**src/rtl/cpu_controller.sv**
```systemverilog
// Instruction register, field decoder and control FSM for the datapath.
// The IR is latched only while idle. Moore outputs decode from the state and the IR.
module cpu_controller (
  input  logic        clk,
  input  logic        reset,
  input  logic        s,
  input  logic        load,
  input  logic [15:0] in,
  output logic        w,
  output logic [2:0]  readnum,
  output logic [2:0]  writenum,
  output logic        write,
  output logic [3:0]  vsel,
  output logic        loada,
  output logic        loadb,
  output logic        loadc,
  output logic        loads,
  output logic        asel,
  output logic        bsel,
  output logic [1:0]  shift,
  output logic [1:0]  ALUop,
  output logic [15:0] sximm8,
  output logic [15:0] sximm5
);

  typedef enum logic [2:0] {
    StWait,
    StDecode,
    StWriteImm,
    StGetA,
    StGetB,
    StAlu,
    StWriteReg
  } state_e;

  localparam logic [2:0] OpcMov = 3'b110;
  localparam logic [2:0] OpcAlu = 3'b101;

  localparam logic [3:0] VselMdata  = 4'b0001;
  localparam logic [3:0] VselSximm8 = 4'b0010;
  localparam logic [3:0] VselC      = 4'b1000;

  state_e      state_q, state_d;
  logic [15:0] ir_q, ir_d;

  logic [2:0] opcode;
  logic [1:0] op;
  logic [2:0] rn, rd, rm;
  logic [1:0] sh;

  assign opcode = ir_q[15:13];
  assign op     = ir_q[12:11];
  assign rn     = ir_q[10:8];
  assign rd     = ir_q[7:5];
  assign sh     = ir_q[4:3];
  assign rm     = ir_q[2:0];

  assign sximm8 = {{8{ir_q[7]}}, ir_q[7:0]};
  assign sximm5 = {{11{ir_q[4]}}, ir_q[4:0]};

  logic is_mov_imm, is_mov_reg, is_mvn, is_cmp, is_alu;

  assign is_mov_imm = (opcode == OpcMov) && (op == 2'b10);
  assign is_mov_reg = (opcode == OpcMov) && (op == 2'b00);
  assign is_alu     = (opcode == OpcAlu);
  assign is_mvn     = is_alu && (op == 2'b11);
  assign is_cmp     = is_alu && (op == 2'b01);

  // IR captures a new instruction only while idle in WAIT.
  always_comb begin
    ir_d = ir_q;
    if (load && (state_q == StWait)) ir_d = in;
  end

  // State and IR registers with synchronous reset.
  always_ff @(posedge clk) begin
    if (reset) begin
      state_q <= StWait;
      ir_q    <= 16'h0000;
    end else begin
      state_q <= state_d;
      ir_q    <= ir_d;
    end
  end

  // Next-state logic and Moore outputs.
  always_comb begin
    state_d  = state_q;
    w        = 1'b0;
    readnum  = 3'b000;
    writenum = 3'b000;
    write    = 1'b0;
    vsel     = 4'b0000;
    loada    = 1'b0;
    loadb    = 1'b0;
    loadc    = 1'b0;
    loads    = 1'b0;
    asel     = 1'b0;
    bsel     = 1'b0;
    shift    = sh;
    ALUop    = 2'b00;

    unique case (state_q)
      StWait: begin
        w = 1'b1;
        if (s) state_d = StDecode;
      end
      StDecode: begin
        // Unsupported encodings fall straight back to WAIT with no side effects.
        if (is_mov_imm)                state_d = StWriteImm;
        else if (is_mov_reg || is_mvn) state_d = StGetB;
        else if (is_alu)               state_d = StGetA;
        else                           state_d = StWait;
      end
      StWriteImm: begin
        writenum = rn;
        vsel     = VselSximm8;
        write    = 1'b1;
        state_d  = StWait;
      end
      StGetA: begin
        readnum = rn;
        loada   = 1'b1;
        state_d = StGetB;
      end
      StGetB: begin
        readnum = rm;
        loadb   = 1'b1;
        state_d = StAlu;
      end
      StAlu: begin
        // MOV reg passes B through the adder with A forced to zero.
        if (is_mov_reg) begin
          asel  = 1'b1;
          ALUop = 2'b00;
        end else begin
          ALUop = op;
        end
        if (is_cmp) begin
          loads   = 1'b1;
          state_d = StWait;
        end else begin
          loadc   = 1'b1;
          state_d = StWriteReg;
        end
      end
      StWriteReg: begin
        writenum = rd;
        vsel     = VselC;
        write    = 1'b1;
        state_d  = StWait;
      end
      default: state_d = StWait;
    endcase

    // Reset suppresses every datapath enable immediately, whatever the state.
    if (reset) begin
      write = 1'b0;
      loada = 1'b0;
      loadb = 1'b0;
      loadc = 1'b0;
      loads = 1'b0;
    end
  end

  logic unused_vsel_mdata;
  assign unused_vsel_mdata = ^VselMdata;

endmodule

```
**config.mk**
```make
export PLATFORM = sky130hd
export DESIGN_NAME = cpu_controller
export DESIGN_NICKNAME = d
export VERILOG_FILES = /design/src/rtl/cpu_controller.sv
export SDC_FILE = /design/constraint.sdc
export NUM_CORES = 1
export LEC_CHECK = 0
export BUFFER_PORTS_ARGS = -buffer_cell sky130_fd_sc_hd__buf_2
export CORE_AREA = 8 8 73 69
export CTS_CLUSTER_DIAMETER = 60
export DETAILED_ROUTE_END_ITERATION = 10
export DIE_AREA = 0 0 81 77
export SYNTH_ARGS = -nofsm -noshare
export SYNTH_HDL_FRONTEND = slang
export SYNTH_SLANG_ARGS = --single-unit
```
**constraint.sdc**
```tcl
create_clock -name clk -period 2.04 [get_ports clk]
set_input_delay 0.102 -clock clk [delete_from_list [all_inputs] [get_ports clk]]
set_output_delay 0.102 -clock clk [all_outputs]
set_load 0.01 [all_outputs]
```
Word level (Yosys, flattened, before mapping)
Index checks and enable logic that the tools add are counted.
Word-level totals
  bits in registers: 19
  input bits: 20
  output and inout port bits: 54
  logic and storage cells: 49
Cells by class
  eq/ne operators: 12
  multiplexer cells: 26
  reduce and logical (&&, ||, !) cells: 9
Operators with widths (number)
  == test 3 bit (second input constant): 5
  2-to-1 mux 1 bit: 15
  one-hot mux 3 bit (5 select lines): 1
  2-to-1 mux 3 bit: 4
  one-hot mux 3 bit (2 select lines): 2
  one-hot mux 4 bit (2 select lines): 1
  == test 3 x 2 -> 1 bit (second input constant): 2
  2-to-1 mux 2 bit: 3
  logical AND 1 bit: 5
  == test 2 bit (second input constant): 2
  == test 3 x 1 -> 1 bit (second input constant): 1
  zero test 3 bit: 1
  == test 2 x 1 -> 1 bit (second input constant): 1
  zero test 2 bit: 1
  inequality test 2 bit (second input constant): 1
  OR reduction 2 bit: 1
  logical OR 1 bit: 1

Logic depth before layout (Yosys ltp)
Gate-level depths: netlist of the first run.
  word-level depth: 6
  gate-level depth with buffers: 6
  depth with buffers taken out: 3

Worst setup path after synthesis of the first run
Ideal clock, no wire load.
  kind: register to register
  start: register state_q[1]
  end: register ir_q[7]
  arrival: 1317 ps
  required time: 1908 ps
  path slack: 591 ps
  stages on the path, launching flop included: 7
  clock period less this slack: 1449 ps
  path through: dfxtp_1 > buf_4 > or4b_1 > clkbuf_2 > buf_6 > nand2_1 > a21oi_1
On the way
  cells in the longest elaborated chain, start to end: 2
RTL lines
  start: declaration: line 43  | state_e state_q, state_d;
  start signal: assignment: line 78  | state_q <= StWait;
  start signal: assignment: line 81  | state_q <= state_d;
  zero test 3 bit: line 72  | if (load && (state_q == StWait)) ir_d = in;
  logical AND 1 bit: line 72
  end signal: assignment: line 82  | ir_q <= ir_d;
  end: declaration: line 44  | logic [15:0] ir_q, ir_d;
Every way passes these cells.
A chain may end at the register's enable or synchronous reset.

Worst setup path after layout of the first run
  start: register state_q[0]
  end: output loadc
On the way
  cells in the longest elaborated chain, start to end: 3
RTL lines
  == test 3 bit: line 103  | unique case (state_q)
  2-to-1 mux 1 bit: line 103
  2-to-1 mux 1 bit: line 157  | if (reset) begin
  end: declaration: line 16  | output logic loadc,
Every way passes these cells.

==> flow_metrics.tcl, run 1 <==
set metrics [dict create \
    outcome "complete, no violations" \
    dp_cells 238 \
    clock_latency_ns 0.25 \
    leakage_nw 0.718 \
    drt_wl_total_mm 3.32 \
    initial_core_util 0.331 \
    cp-start-kind "register" \
    crit_type "reg -> out" \
    viasPerCell 4.72 \
    die_w_um 81 \
    crit_required_ns 1.94 \
    synth_most_common_cell "buf_4" \
    finalCriticalPeriod_ns 1.91 \
    antenna_found_initial 0 \
    switchingPower_mw 0.247 \
    die_h_um 77 \
    internal_power_mw 0.603 \
    dpl.hpwl_mm 2.61 \
    grt_max_degree 25 \
    place_ws_ns 0.401 \
    synth_cell_types 33 \
    clk_path_buf_depth 2 \
    setup_tns_ns 0 \
    cts_tree "built" \
    dr.pass1.iters 4 \
    clock_skew_ns 0.00127 \
    ys_async_sr_fraction 0 \
    yosys.area.top_type "dfxtp_1" \
    rsz0062_at_grt "no" \
    cts_resized 0 \
    io_buffers 70 \
    cts_max_level 1 \
    clock.fmax_mhz 524 \
    critPathMaxFanout 12 \
    utilization 0.364 \
    ys_seq_area_frac 0.298 \
    final.setup.worst_slack_ns 0.132 \
    route.detailed.drc 0 \
    wl_per_cell_um 13.7 \
    ff2ff_path_depth 3 \
    fp-row-count 22 \
    synth_common_cells "39 x buf_4, 33 x nand2_1, 19 x dfxtp_1, 17 x a21oi_1, 8 x nor2_1" \
    drt-initial-drc-count 45 \
    cts_hold_buf 0 \
    grt-ovfl-total 0 \
    clkPwrFrac 0.302 \
    grt_usage 0.0988 \
    p_comb_frac 0.196 \
    gp_congestion 0.782 \
    cap_violations 0 \
    tritoncts.num_buffers 3 \
    fin_nets 215 \
    clkTransAtPathRegs_ns 0.07 \
    power.density_nw_per_um2 606 \
    hold_violations 0 \
    dpl_cell_area_um2 1360 \
    yosys_warnings 0 \
    synth_area_um2 1280 \
    syn_avg_cell_area_um2 7.84 \
    clkSinkCount 19 \
    slew_headroom 0.651 \
    syn2layout_area_growth_pct 9.89 \
    hold_path_startpoint "in[3]" \
    diodes 0 \
    worstMarginPinSlew_ns 0.524 \
    synthCells 163 \
    worstReg2RegEnd "ir_q[13]$_SDFFE_PP0P_" \
    grt_pass1_wl_mm 5.04 \
    ys_ff_latch 19 \
    ant_nets 0 \
    r2r-start "state_q[0]$_SDFFE_PP0P_" \
    cts_setup_buffers 0 \
    rrSetupSlack_ns 0.39 \
    synth_top_area_frac 0.298 \
    seqPwrFrac 0.501 \
    hold_path_end "ir_q[3]$_SDFFE_PP0P_" \
    cts_root_buf "clkbuf_8" \
    yosys_most_used_dff "dfxtp_1" \
    vdd_drop_max_v 0.000306 \
    fin_area_um2 1400 \
    die-area_um2 6240 \
    holdPathStages 3 \
    synth_top_cells_by_area "dfxtp_1 30%, buf_4 23%, nand2_1 9.7%" \
    drv_slew 0 \
    grt_pass1_vias 1084 \
    io_pins 74 \
    vias 1143 \
    hold_class "in -> reg" \
    drive_above_1_share 0.407 \
    arrival_ns 1.81 \
    core_um2 3850 \
    fin_crit_sh 0.936 \
    cp-end-kind "primary output" \
    synth-edff-count 0 \
    finalSetupViolations 0 \
    instances_no_fill 242 \
    p_sw_frac 0.291 \
]
[per-stage QoR]
step	power (mW)	hold slack, ns
2_1_floorplan	0.592	0.238
3_3_place_gp	0.603	0.349
3_5_place_dp	0.605	0.351
4_1_cts	0.860	0.0803
5_1_grt	0.900	0.0715
6_report	0.851	0.0820
[how the worst max path moves through the flow]
stage                       startpoint                    end  depth (start not counted)
2_1_floorplan  state_q[1]$_SDFFE_PP0P_   ir_q[7]$_SDFFE_PP0P_                          6
3_3_place_gp   state_q[0]$_SDFFE_PP0P_  ir_q[12]$_SDFFE_PP0P_                          3
3_5_place_dp   state_q[0]$_SDFFE_PP0P_   ir_q[5]$_SDFFE_PP0P_                          3
4_1_cts        state_q[0]$_SDFFE_PP0P_                  loadc                          4
5_1_grt        state_q[0]$_SDFFE_PP0P_                  loadc                          4
6_report       state_q[0]$_SDFFE_PP0P_                  loadc                          4
[flip-flops by register name, indices dropped and copies added, names as in the netlist]
signal and cells:
ir_q 16, state_q 3
[kinds of logic after synthesis]
| group | after synthesis | share of synthesized area |
|---|---|---|
| flip-flops | 19 | 0.298 |
| other | 1 | 0.00294 |
| AO/OA/AOI/OAI | 30 | 0.169 |
| buffers and inverters | 51 | 0.284 |
| AND/OR/NAND/NOR | 62 | 0.246 |
[cell usage in the layout, fill, tap and decap left out, types with 2 or more instances in the layout]
cell,n
buf_2,70
nand2_1,33
dfxtp_1,19
a21oi_1,17
nor2_1,8
a22o_1,6
inv_1,5
nor3_1,5
nand2b_1,3
conb_1,3
clkbuf_8,3
nand4_1,2
[layer usage]
metal	share of wire	up-vias	track usage
met5	0	-	0
met4	0.010	0	0.0321
met3	0.12	2	0.0361
met2	0.46	51	0.161
met1	0.41	520	0.115
li1	-	570	-
[final cells by class]
class / count / area [µm²]
sequential: 19 / 380
tap: 48 / 60.1
inverter: 5 / 18.8
timing repair buffer: 71 / 358
multi-input combinational: 95 / 542
fill: 449 / 2450
clock buffer: 4 / 45.0
[worst max-delay path, cell delays in order (launching register included)]
cell	delay, ns
dfxtp_1	0.57
inv_1	0.17
or3_1	0.48
nor3b_1	0.19
buf_2	0.16
[power by group through the flow]
| stage | clock network, mW | logic, mW | registers, mW |
|---|---|---|---|
| after floorplan | 0 | 0.168 | 0.424 |
| after global placement | 0 | 0.169 | 0.435 |
| after detailed placement | 0 | 0.169 | 0.436 |
| after CTS | 0.264 | 0.170 | 0.427 |
| after global routing | 0.286 | 0.181 | 0.433 |
| final | 0.257 | 0.167 | 0.426 |
Note: power is estimated with default switching activity, not from simulation.
==> inputs of run 2 (changes only) <==
--- a/config.mk
+++ b/config.mk
@@ -10,6 +10,7 @@
 export CTS_CLUSTER_DIAMETER = 60
 export DETAILED_ROUTE_END_ITERATION = 10
 export DIE_AREA = 0 0 81 77
+export PLACE_DENSITY_LB_ADDON = 0.1
 export SYNTH_ARGS = -nofsm -noshare
 export SYNTH_HDL_FRONTEND = slang
 export SYNTH_SLANG_ARGS = --single-unit
==> flow_metrics.tcl, run 2 (synthesized netlist as in run 1, its figures left out) <==
set metrics [dict create \
    ff2ff_path_depth 3 \
    whs_ns 0.0773 \
    vias 1084 \
    hold_violations 0 \
    rsz0062_at_grt "no" \
    wl_per_cell_um 13.3 \
    clock_skew_ns 0.00453 \
    syn2layout_area_growth_pct 9.99 \
    core_um2 3850 \
    fillers 431 \
    hold_class "in -> reg" \
    slew_headroom 0.646 \
    clkPwrFrac 0.305 \
    multi_input_area_um2 542 \
    rrSetupSlack_ns 0.42 \
    viasPerCell 4.48 \
    dpl.hpwl_mm 2.56 \
    io_pins 74 \
    final.setup.worst_slack_ns 0.206 \
    drive_above_1_share 0.412 \
    grt_pass1_vias 972 \
    grt-ovfl-total 0 \
    antenna_found_initial 0 \
    fin_area_um2 1410 \
    max_stage_delay_ns 0.53 \
    outcome "complete, no violations" \
    ant_nets 0 \
    clk_path_buf_depth 2 \
    crit_chain "inv_1 -> or3_1 -> nor3_1 -> buf_2" \
    crit_path_end "loads" \
    fin_nets 215 \
    cts_hold_buf 0 \
    dr.pass1.iters 4 \
    cts_max_level 1 \
    crit_required_ns 1.94 \
    slowest_stage "dfxtp_1" \
    setup_tns_ns 0 \
    worstReg2RegEnd "ir_q[14]$_SDFFE_PP0P_" \
    fin_crit_sh 0.899 \
    startpoint "state_q[2]$_SDFFE_PP0P_" \
    path_buf_inv 2 \
    clock_latency_ns 0.25 \
    tritoncts.num_buffers 3 \
    grt_usage 0.0973 \
    vdd_drop_max_v 0.000270 \
    die-area_um2 6240 \
    cts_setup_buffers 0 \
    p_comb_frac 0.193 \
    diodes 0 \
    cts_resized 0 \
    cp-start-kind "register" \
    critPathMaxFanout 9 \
    reg.largest.list "ir_q (16), state_q (3)" \
    r2r-start "state_q[1]$_SDFFE_PP0P_" \
    drv_slew 0 \
    io_buffers 70 \
    final_cell_mix "70 x buf_2, 33 x nand2_1, 18 x dfxtp_1" \
    cp-end-kind "primary output" \
    cts_root_buf "clkbuf_8" \
    drt-initial-drc-count 42 \
    grt_pass1_wl_mm 4.86 \
    fp-row-count 22 \
    worstMarginPinSlew_ns 0.530 \
    cts_tree "built" \
    die_h_um 77 \
    mostFrequentLayoutCell "buf_2" \
    power.density_nw_per_um2 605 \
    crit_type "reg -> out" \
    die_w_um 81 \
    clkTransAtPathRegs_ns 0.07 \
    switchingPower_mw 0.246 \
    dpl_cell_area_um2 1360 \
    cp.depth 4 \
    finalCriticalPeriod_ns 1.83 \
    arrival_ns 1.73 \
    largest_reg_flops 16 \
    seq_area_um2 382 \
    route.detailed.drc 0 \
    p_sw_frac 0.290 \
    critPathTopFamily "simple AND/OR/NAND/NOR gates" \
    initial_core_util 0.331 \
    clkSinkCount 19 \
    grt_max_degree 25 \
    place_ws_ns 0.369 \
    leakage_nw 0.718 \
    seqPwrFrac 0.502 \
    top_register "ir_q" \
    finalSetupViolations 0 \
    clock.fmax_mhz 545 \
    cap_violations 0 \
    drt_wl_total_mm 3.21 \
    internal_power_mw 0.604 \
    gp_congestion 0.714 \
]
[run 2: stage by stage]
step | std cells | utilization | total power, mW
finish | 242 | 0.365 | 0.850
floorplan | 165 | - | 0.592
CTS | 242 | 0.364 | 0.866
detailed placement | 238 | 0.353 | 0.603
global placement | 238 | 0.353 | 0.603
global route | 242 | 0.365 | 0.907
[run 2: how the worst min path moves through the flow]
stage,endpoint,slack (ns),depth (start not counted),start
floorplan,ir_q[11]$_SDFFE_PP0P_,0.24,2,in[11]
global placement,ir_q[13]$_SDFFE_PP0P_,0.35,3,in[13]
detailed placement,ir_q[3]$_SDFFE_PP0P_,0.35,3,in[3]
CTS,ir_q[3]$_SDFFE_PP0P_,0.07,3,in[3]
global route,ir_q[2]$_SDFFE_PP0P_,0.07,3,in[2]
finish,ir_q[3]$_SDFFE_PP0P_,0.08,3,in[3]
[run 2: area by class of cell]
| cell class | instances | share of cell area |
|---|---|---|
| multi-input combinational | 95 | 0.386 |
| sequential | 19 | 0.272 |
| timing repair buffer | 71 | 0.255 |
| tap | 48 | 0.0427 |
| clock buffer | 4 | 0.0321 |
| inverter | 5 | 0.0134 |
[run 2: routing by layer]
layer  vias up  wire length [µm]  GRT usage  share of wire
li1        566                 -          -              -
met1       471              1330      0.114           0.41
met2        45              1470      0.155           0.46
met4         0                19     0.0214         0.0059
met3         2               396     0.0466           0.12
met5         -                 0          0              0
[run 2: power groups by stage]
stage | sequential (mW) | combinational, mW | clock (mW)
floorplan | 0.424 | 0.168 | 0
global placement | 0.433 | 0.169 | 0
detailed placement | 0.436 | 0.168 | 0
CTS | 0.427 | 0.168 | 0.271
global route | 0.433 | 0.180 | 0.293
finish | 0.427 | 0.164 | 0.259
[run 2: tightest hold or removal path, stage by stage]
cell	delay [ns]
buf_2	0.09
nand2_1	0.04
a21oi_1	0.05
==> inputs of run 3 (changes only) <==
--- a/config.mk
+++ b/config.mk
@@ -10,7 +10,7 @@
 export CTS_CLUSTER_DIAMETER = 60
 export DETAILED_ROUTE_END_ITERATION = 10
 export DIE_AREA = 0 0 81 77
-export PLACE_DENSITY_LB_ADDON = 0.1
+export PLACE_DENSITY = 0.69
 export SYNTH_ARGS = -nofsm -noshare
 export SYNTH_HDL_FRONTEND = slang
 export SYNTH_SLANG_ARGS = --single-unit
==> flow_metrics.tcl, run 3 (synthesized netlist as in run 1, its figures left out) <==
set metrics [dict create \
    highest_layer "met4" \
    whs_ns 0.0848 \
    crit_required_ns 1.94 \
    vdd_drop_max_v 0.000209 \
    outcome "complete, no violations" \
    ff2ff_path_depth 3 \
    finalSetupViolations 0 \
    final.setup.worst_slack_ns 0.154 \
    multi_input_area_um2 542 \
    final_cell_mix "70 x buf_2, 33 x nand2_1, 19 x dfxtp_1" \
    drive_above_1_share 0.407 \
    dr.pass1.iters 4 \
    seq_area_um2 380 \
    wl_met1_mm 1.21 \
    clk_path_buf_depth 2 \
    grt_max_degree 25 \
    clkSinkCount 19 \
    clock_latency_ns 0.25 \
    die_w_um 81 \
    hold_class "in -> reg" \
    wl_met3_um 389 \
    tritoncts.num_buffers 3 \
    power.density_nw_per_um2 602 \
    mostFrequentLayoutCell "buf_2" \
    hold_path_startpoint "in[12]" \
    initial_core_util 0.331 \
    max_stage_delay_ns 0.56 \
    holdPathStages 3 \
    crit_chain "inv_1 -> or3_1 -> nor3b_1 -> buf_2" \
    die-area_um2 6240 \
    rsz0062_at_grt "no" \
    drt_wl_total_mm 3.14 \
    route.detailed.drc 0 \
    arrival_ns 1.78 \
    cap_violations 0 \
    gp_congestion 0.833 \
    syn2layout_area_growth_pct 9.89 \
    clock.fmax_mhz 530 \
    io_buffers 70 \
    drv_slew 0 \
    critPathMaxFanout 12 \
    drt-initial-drc-count 46 \
    grt_pass1_wl_mm 4.95 \
    dpl.hpwl_mm 2.61 \
    cts_resized 0 \
    cp-start-kind "register" \
    grt_usage 0.0969 \
    cts_max_level 1 \
    largest_reg_flops 16 \
    finalCriticalPeriod_ns 1.89 \
    r2r-start "state_q[0]$_SDFFE_PP0P_" \
    reg.largest.list "ir_q (16), state_q (3)" \
    clkTransAtPathRegs_ns 0.07 \
    io_pins 74 \
    viasPerCell 4.59 \
    worstReg2RegEnd "ir_q[15]$_SDFFE_PP0P_" \
    cts_tree "built" \
    crit_type "reg -> out" \
    top_register "ir_q" \
    fillers 415 \
    cts_root_buf "clkbuf_8" \
    cp-end-kind "primary output" \
    wl_per_cell_um 13.0 \
    vias 1111 \
    cts_hold_buf 0 \
    rrSetupSlack_ns 0.42 \
    clock_skew_ns 0.00150 \
    ant_nets 0 \
    place_ws_ns 0.412 \
    antenna_found_initial 0 \
    core_um2 3850 \
    fin_crit_sh 0.924 \
    slowest_stage "dfxtp_1" \
    fp-row-count 22 \
    hold_violations 0 \
    fin_nets 215 \
    hold_path_end "ir_q[12]$_SDFFE_PP0P_" \
    total_power_mw 0.845 \
    grt-ovfl-total 0 \
    grt_pass1_vias 1031 \
    diodes 0 \
    setup_tns_ns 0 \
    leakage_nw 0.718 \
    wl_met2_mm 1.48 \
    cts_setup_buffers 0 \
    die_h_um 77 \
]
-- run 3: how the worst max path moves through the flow --
stage                             from                    end  slack, ns  cells after the start
3_3_place_gp   state_q[0]$_SDFFE_PP0P_  ir_q[12]$_SDFFE_PP0P_       0.45                      3
5_1_grt        state_q[0]$_SDFFE_PP0P_                  loadc      0.006                      4
3_5_place_dp   state_q[0]$_SDFFE_PP0P_  ir_q[14]$_SDFFE_PP0P_       0.41                      3
6_report       state_q[0]$_SDFFE_PP0P_                  loadc       0.15                      4
2_1_floorplan  state_q[1]$_SDFFE_PP0P_   ir_q[7]$_SDFFE_PP0P_       0.59                      6
4_1_cts        state_q[0]$_SDFFE_PP0P_                  loadc       0.16                      4
-- run 3: power breakdown --
part	total (mW)	internal (mW)	leakage, nW	switching [mW]
registers	0.426	0.394	0.156	0.0326
clock network	0.254	0.138	0.0228	0.115
logic	0.164	0.0710	0.539	0.0932
-- run 3: layout make-up --
class                   instances  area share
inverters                       5      0.0134
clock buffers                   4      0.0321
well taps                      48      0.0428
multi-input cells              95       0.386
repair buffers                 71       0.255
flip-flops and latches         19       0.271
-- run 3: metrics by stage --
stage                     cell area (µm²)  std cells  utilization
final                                1400        242        0.364
after CTS                            1400        242        0.364
after global placement               1360        238        0.353
after floorplan                      1280        165            -
after detailed placement             1360        238        0.353
after global routing                 1400        242        0.364
-- run 3: worst max-delay path: cells and delay by family, from the launching register on --
kind	cells	cell delay (ns)
and+or+nand+nor	2	0.66
DFF	1	0.56
buffers and inverters	2	0.31
-- run 3: metal layers --
layer | up-vias | global-route usage
li1 | 572 | -
met1 | 491 | 0.104
met3 | 4 | 0.0373
met2 | 44 | 0.160
met5 | - | 0
met4 | 0 | 0.0464
